--- src/rtl/add_1p_pkg.sv ---
// Shared definitions for the 15-bit pipelined adder add_1p and its result buffer.
package add_1p_pkg;
  localparam int W           = 15;
  localparam int LAT_DEFAULT = 1;
  typedef logic [W-1:0] sum_t;
endpackage

--- src/rtl/add_1p_rbuf_fifo.sv ---
// First-word-fall-through result FIFO: storage, wrapping pointers and occupancy.
module add_1p_rbuf_fifo
  import add_1p_pkg::*;
#(
  parameter int DEPTH = 4,
  parameter int DW    = W
) (
  input  logic                     clk,
  input  logic                     reset,
  input  logic                     push_i,
  input  logic [DW-1:0]            wdata_i,
  input  logic                     pop_i,
  output logic [DW-1:0]            rdata_o,
  output logic                     nempty_o,
  output logic [$clog2(DEPTH):0]   occ_o
);
  localparam int AW = $clog2(DEPTH);

  logic [DW-1:0] mem [DEPTH];
  logic [AW-1:0] wr_q, wr_d, rd_q, rd_d;
  logic [AW:0]   occ_q, occ_d;
  logic          pop_ok;

  assign nempty_o = (occ_q != '0);
  assign pop_ok   = pop_i & nempty_o;
  assign occ_o    = occ_q;
  assign rdata_o  = nempty_o ? mem[rd_q] : '0;

  always_comb begin
    wr_d  = push_i ? wr_q + AW'(1) : wr_q;
    rd_d  = pop_ok ? rd_q + AW'(1) : rd_q;
    occ_d = occ_q;
    case ({push_i, pop_ok})
      2'b10:   occ_d = occ_q + (AW+1)'(1);
      2'b01:   occ_d = occ_q - (AW+1)'(1);
      default: occ_d = occ_q;
    endcase
  end

  always_ff @(posedge clk or posedge reset) begin
    if (reset) begin
      wr_q  <= '0;
      rd_q  <= '0;
      occ_q <= '0;
    end else begin
      wr_q  <= wr_d;
      rd_q  <= rd_d;
      occ_q <= occ_d;
    end
  end

  // Storage is deliberately not reset; empty reads are masked to zero above.
  always_ff @(posedge clk) begin
    if (push_i) mem[wr_q] <= wdata_i;
  end
endmodule

--- src/rtl/add_1p_rbuf.sv ---
// Result-capture stage behind add_1p: valid pipe, credit-gated issue, FWFT output.
// Optional ADD_1P_RBUF_CNT_EN adds a 16-bit wrapping pop counter on result_count.
module add_1p_rbuf
  import add_1p_pkg::*;
#(
  parameter int LAT   = LAT_DEFAULT,
  parameter int DEPTH = 4,
  parameter int W     = add_1p_pkg::W
) (
  input  logic                   clk,
  input  logic                   reset,
  input  logic                   in_valid,
  output logic                   in_ready,
  input  logic [W-1:0]           sum,
  output logic [W-1:0]           out_data,
  output logic                   out_valid,
  input  logic                   out_ready,
  output logic [$clog2(DEPTH):0] occupancy
`ifdef ADD_1P_RBUF_CNT_EN
  ,
  output logic [15:0]            result_count
`endif
);
  logic [LAT-1:0] vpipe_q, vpipe_d;
  logic [7:0]     inflight;
  logic           issue, pop;

  assign issue = in_valid & in_ready;
  assign pop   = out_valid & out_ready;

  // Credit counts only registered state, so in_ready has no path from in_valid/out_ready.
  always_comb begin
    inflight = '0;
    for (int i = 0; i < LAT; i++) inflight = inflight + 8'(vpipe_q[i]);
  end
  assign in_ready = (8'(occupancy) + inflight) < 8'(DEPTH);

  always_comb begin
    vpipe_d    = '0;
    vpipe_d[0] = issue;
    for (int i = 1; i < LAT; i++) vpipe_d[i] = vpipe_q[i-1];
  end

  always_ff @(posedge clk or posedge reset) begin
    if (reset) vpipe_q <= '0;
    else       vpipe_q <= vpipe_d;
  end

  add_1p_rbuf_fifo #(.DEPTH(DEPTH), .DW(W)) u_fifo (
    .clk      (clk),
    .reset    (reset),
    .push_i   (vpipe_q[LAT-1]),
    .wdata_i  (sum),
    .pop_i    (out_ready),
    .rdata_o  (out_data),
    .nempty_o (out_valid),
    .occ_o    (occupancy)
  );

`ifdef ADD_1P_RBUF_CNT_EN
  logic [15:0] cnt_q;
  always_ff @(posedge clk or posedge reset) begin
    if (reset)    cnt_q <= '0;
    else if (pop) cnt_q <= cnt_q + 16'd1;
  end
  assign result_count = cnt_q;
`else
  logic unused_pop;
  assign unused_pop = pop;
`endif
endmodule

--- config.mk ---
export PLATFORM = sky130hd
export DESIGN_NAME = add_1p_rbuf
export DESIGN_NICKNAME = d
export VERILOG_FILES = /design/src/rtl/add_1p_pkg.sv /design/src/rtl/add_1p_rbuf_fifo.sv /design/src/rtl/add_1p_rbuf.sv
export SDC_FILE = /design/constraint.sdc
export NUM_CORES = 1
export LEC_CHECK = 0
export BUFFER_PORTS_ARGS = -buffer_cell sky130_fd_sc_hd__buf_2
export CAP_MARGIN = 20
export CORE_MARGIN = 5
export CORE_UTILIZATION = 50
export DETAILED_ROUTE_END_ITERATION = 10
export PLACE_DENSITY = 0.71
export SLEW_MARGIN = 20
export SYNTH_ARGS = -nofsm -noshare
export SYNTH_HDL_FRONTEND = slang
export SYNTH_SLANG_ARGS = --single-unit
--- constraint.sdc ---
create_clock -name clk -period 2.92 [get_ports clk]
set_clock_uncertainty 0.15 [all_clocks]
set_input_delay 0.292 -clock clk [delete_from_list [all_inputs] [get_ports clk]]
set_output_delay 0.292 -clock clk [all_outputs]
set_load 0.03 [all_outputs]
=== After elaboration in Yosys (flattened, before gate mapping) ===
Memories as Yosys holds them, arrays and structs flattened.
Index checks and enable logic that the tools add are counted.

* Register bits: 8
* RAM bits: 60
* Bits of input ports: 19
* Output and inout port bits: 20
* Word-level logic and storage cells: 21
* Memories: 1

* $add $sub $neg: 5
* $lt $le $gt $ge: 1
* Equal/unequal tests: 2
* Muxes and demuxes: 4
* Bitwise gates (word level): 2
* Reduce and logical (&&, ||, !) cells: 2

{| class="wikitable"
|+ Memory list
! name !! words !! width !! rd ports !! clocked after memory_dff !! wr ports !! line !! text
|-
| u_fifo.mem || 4 || 15 || 1 || 0 || 1 || add_1p_rbuf_fifo.sv:19 || <nowiki>logic [DW-1:0] mem [DEPTH];</nowiki>
|}

{| class="wikitable"
|+ Operators with widths
! operator !! count
|-
| 2-to-1 mux 15 bit || 1
|-
| one-hot mux 3 bit (2 select lines) || 1
|-
| adder 2 x 1 -> 2 bit, second input constant || 2
|-
| adder 3 x 1 -> 4 bit || 1
|-
| less-than comparator 4 x 3 -> 1 bit, second input constant || 1
|-
| adder 3 x 1 -> 3 bit, second input constant || 1
|-
| nonzero test 3 bit || 1
|-
| subtractor 3 x 1 -> 3 bit, second input constant || 1
|-
| AND 1 bit || 2
|-
| == test 2 x 1 -> 1 bit, second input constant || 1
|-
| == test 2 bit, second input constant || 1
|-
| 2-to-1 mux 1 bit || 2
|-
| nonzero test 2 bit || 1
|}

=== Depth between registers and ports, before layout ===
* Depth in word-level cells: 4
* Gate-level depth with buffers: 9
* Gate-level depth less buffers: 8

=== Modules after synthesis ===
From an unflattened synthesis, not the netlist that was laid out.

* Cells, all modules: 138
* Area, all modules: 2758.9 sq um

{| class="wikitable"
|+ Modules (own cells, without submodules)
! module !! instances !! cells an instance !! area an instance (sq um) !! sequential area each (sq um)
|-
| add_1p_rbuf_fifo || 1 || 133 || 2711.4 || 1976.9
|-
| add_1p_rbuf || 1 || 5 || 47.5 || 25.0
|}

=== Least setup slack after synthesis ===
Ideal clock, no wire load.

* Path kind: reg-to-reg
* From: reg u_fifo.occ_q[0], in the netlist u_fifo.occ_o[0]
* To: reg u_fifo.occ_q[2], in the netlist u_fifo.occ_o[2]
* Library setup time: 136 ps
* Arrival time: 1983 ps
* Required time: 2634 ps
* Path slack: 650 ps
* Stages on the path, launching flop included: 10
* Path buffers: 1
* Clock period less this slack: 2270 ps
* Cell sequence: dfrtp_1 or3_1 clkbuf_2 and2_1 ha_1 inv_1 fa_1 xor2_1 nor2_1 xor2_1

* Cells in the longest elaborated chain, start to end: 4
* Elaborated cells between the ends (all ways): 8
* Those cells by class: 2 x add/sub; 2 x eq/ne; 1 x mux; 1 x bitwise; 2 x reduce/logical

{| class="wikitable"
|+ Ends and longest elaborated chain
! element !! line !! text
|-
| from (decl) || add_1p_rbuf_fifo.sv:21 || <nowiki>logic [AW:0] occ_q, occ_d;</nowiki>
|-
| from (signal assigned) || add_1p_rbuf_fifo.sv:44 || <nowiki>occ_q <= '0;</nowiki>
|-
| from (signal assigned) || add_1p_rbuf_fifo.sv:48 || <nowiki>occ_q <= occ_d;</nowiki>
|-
| nonzero test 3 bit (*) || add_1p_rbuf_fifo.sv:24 || <nowiki>assign nempty_o = (occ_q != '0);</nowiki>
|-
| AND 1 bit (*) || add_1p_rbuf_fifo.sv:25 || <nowiki>assign pop_ok = pop_i & nempty_o;</nowiki>
|-
| net u_fifo.pop_ok || add_1p_rbuf_fifo.sv:22 || <nowiki>logic pop_ok;</nowiki>
|-
| == test 2 x 1 -> 1 bit or == test 2 bit (tied branches) || add_1p_rbuf_fifo.sv:33 || <nowiki>case ({push_i, pop_ok})</nowiki>
|-
| one-hot mux 3 bit (2 select lines) or nonzero test 2 bit (tied branches) || -- ||
|}

The timed path passes the listed nets; every way through them passes the cells marked *.
A chain may end at the register's enable or synchronous reset.

=== Worst setup path in the final report ===
* From: reg u_fifo.rd_q[0]
* To: out out_data[10]

* Cells in the longest elaborated chain, start to end: 2

{| class="wikitable"
|+ Ends and longest elaborated chain
! element !! line !! text
|-
| from (decl) || add_1p_rbuf_fifo.sv:20 || <nowiki>logic [AW-1:0] wr_q, wr_d, rd_q, rd_d;</nowiki>
|-
| from (signal assigned) || add_1p_rbuf_fifo.sv:47 || <nowiki>rd_q <= rd_d;</nowiki>
|-
| memory (4 x 15 bit) || -- ||
|-
| 2-to-1 mux 15 bit || add_1p_rbuf_fifo.sv:27 || <nowiki>assign rdata_o = nempty_o ? mem[rd_q] : '0;</nowiki>
|-
| to (decl) || add_1p_rbuf.sv:15 || <nowiki>output logic [W-1:0] out_data,</nowiki>
|}

No other way between the ends.

==> flow_summary.json <==
{
  "coreArea_um2": 5440,
  "synthesis.area_um2": 2750,
  "synth_area_leader_cell": "edfxtp_1",
  "r2r-end": "u_fifo.occ_o[2]",
  "dr.pass1.iters": 4,
  "grt_max_degree": 19,
  "busiest_layer": "met2",
  "final_cell_mix": "60 x edfxtp_1, 38 x buf_2, 21 x and2_1, 9 x clkbuf_8",
  "syn_inst": 137,
  "end_kind": "output pin",
  "start_util_pct": 50.6,
  "final_common_cell": "edfxtp_1",
  "worst-r2r-cell-count": 9,
  "slew_violations": 0,
  "ir_drop_mv": 0.660,
  "path_max_fanout": 12,
  "reg2reg_from": "u_fifo.occ_o[0]",
  "rsz0062_at_grt": "no",
  "ys_ff_latch": 68,
  "worstPathArrival_ps": 2060,
  "hp-class": "in -> reg",
  "grt_pass1_vias": 1490,
  "track_usage_pct": 14.4,
  "die_height_um": 84.2,
  "yosys-mux-area-fraction_pct": 13.6,
  "grt-ovfl-total": 0,
  "clkLatencyLatePin_ps": 330,
  "status": "completed",
  "maxCapViolations": 0,
  "powerDensity_nw_per_um2": 1040,
  "h-tree-depth": 3,
  "fin_ws_ps": 415,
  "tritoncts": "done",
  "drive_gt1_share_pct": 31.0,
  "r2r_slack_ps": 600,
  "drtIter0Drc": 73,
  "criticalPathCategory": "reg -> out",
  "power_leakage_uw": 0.00117,
  "drc": 0,
  "fill_cells": 422,
  "whs_path_depth": 2,
  "detail_route.wirelength_um": 4680,
  "synth_compound_area_share_pct": 0.409,
  "gr-usage-met3_pct": 4.51,
  "synthTopCellsByArea": "edfxtp_1 65%, dfrtp_1 7.3%, mux4_1 6.7%, mux4_2 6.5%, and2_1 4.8%",
  "rows": 27,
  "die_x_um": 84.2,
  "place_ws_ps": 594,
  "finalSetupViolations": 0,
  "cts_buffers": 9,
  "syn_nets": 162,
  "period_minus_slack_ps": 2510,
  "ios": 39,
  "vias": 1346,
  "place_congestion": 0.785,
  "drt-wirelength-per-cell_um": 18.1,
  "synth_cell_type_count": 22,
  "avgViaCountPerCell": 5.20,
  "port_buffers": 38,
  "cts_buffer_depth": 2,
  "grt_use_met1_pct": 16.7,
  "finalCritPeriodShare_pct": 85.8,
  "holdCritStartpoint": "in_valid",
  "clk_root_buffer_cell": "clkbuf_8",
  "final_nets": 207,
  "synth_fa_ha_area_share_pct": 3.00,
  "grt_pass1_wl_um": 7570,
  "yosys.area_share.xor_xnor_pct": 1.91,
  "required_ps": 2480,
  "dp_hpwl_um": 3070,
  "synth.top_cell.area_share_pct": 65.5,
  "tns_ps": 0,
  "post_synth_and_or_nand_nor_area_fraction_pct": 5.46,
  "min_to": "vpipe_q",
  "crit_path_start_kind": "register",
  "die-area_um2": 7090,
  "ys_seq_area_share_pct": 72.8,
  "synth_top_family_by_area": "multiplexers",
  "syn_avg_cell_area_um2": 20.1,
  "clk_pin_slew_ps": 70,
  "tightestPinTransition_ps": 814,
  "antenna_cells": 0,
  "grt_antenna_before_repair": 0,
  "max_freq_ghz": 0.399,
  "use_met2_pct": 24.8,
  "hold_viol": 0,
  "relSlewSlack_pct": 45.7,
  "clock_sinks": 68,
  "area_delta_synth_final_pct": 14.7,
  "ys_warn_count": 0,
  "ant_nets": 0
}
[through the flow]
stage | instances | total power [uW] | utilization, % | instance area, um^2 | hold WS (ps)
global route | 259 | 3450 | 58.0 | 3160 | 8.93
floorplan | 137 | 2370 | - | 2750 | -42.3
CTS | 259 | 3310 | 58.0 | 3160 | 3.09
detailed placement | 242 | 2700 | 55.0 | 2990 | 109
global placement | 242 | 2650 | 55.0 | 2990 | 86.2
finish | 259 | 3270 | 58.0 | 3160 | 11.1
[final cells by class]
class | instances | area [um^2] | area share, %
Clock inverter | 4 | 16.3 | 0.515
Multi-Input combinational cell | 55 | 671 | 21.3
Inverter | 7 | 26.3 | 0.833
Clock buffer | 12 | 135 | 4.28
Sequential cell | 68 | 2000 | 63.4
Tap cell | 72 | 90.1 | 2.85
Timing Repair Buffer | 41 | 215 | 6.82
[logic make-up after synthesis]
family,count (synthesis)
DFF,68
and+or+nand+nor,25
muxes,16
buffers and inverters,14
xor gates and xnor gates,6
adders and majority gates,6
AOI/OAI and AO/OA,2
[where the power goes]
group	total, uW	internal, uW	switching (uW)
Combinational	1270	511	762
Clock	618	299	319
Sequential	1380	1240	136
Total	3270	2050	1220
[what timing repair did]
item / 4_1_cts / 5_1_grt
endpoints found under the setup margin: 0 / 0
hold buffers: 1 / 0
buffers inserted: 0 / 0
hold endpoints to repair: 8 / 0
resized for setup: 0 / 0
[per-layer routing]
layer	part of all wire [%]	wire, um
met2	52	2450
met3	4.1	191
met1	42	1950
met4	2.0	93
met5	0	0
[how the worst max path moves through the flow]
stage,from,end,slack [ps],depth (start not counted)
after CTS,u_fifo.rd_q[0],out_data[10],370,4
after global routing,u_fifo.rd_q[0],out_data[10],290,4
final,u_fifo.rd_q[0],out_data[10],410,4
after floorplan,u_fifo.occ_o[0],u_fifo.occ_o[2],650,9
after detailed placement,u_fifo.occ_o[0],u_fifo.occ_o[2],590,9
after global placement,u_fifo.occ_o[0],u_fifo.occ_o[2],690,9
[synthesized netlist by cell type, drive strengths merged]
master and number:
xnor2 2, and2 21, ha 5, edfxtp 60, a31oi 1, inv 7
nor2 1, dfrtp 8, nand2 1, o21ai 1, buf 3, mux2i 1
mux4 15, nand3 1, xor2 4, or3 1, fa 1, clkbuf 4
[worst max-delay path, cell delays in order, from the launching register on]
cell,delay [ps]
dfrtp_1,500
buf_4,310
mux4_1,570
and2_1,180
buf_2,170
[state kept, by name, indices dropped and copies added, names as in the netlist]
register      flops
u_fifo.occ_o      3
u_fifo.rd_q       2
u_fifo.mem       60
vpipe_q           1
u_fifo.wr_q       2
Note: power is estimated with default switching activity, not from simulation.
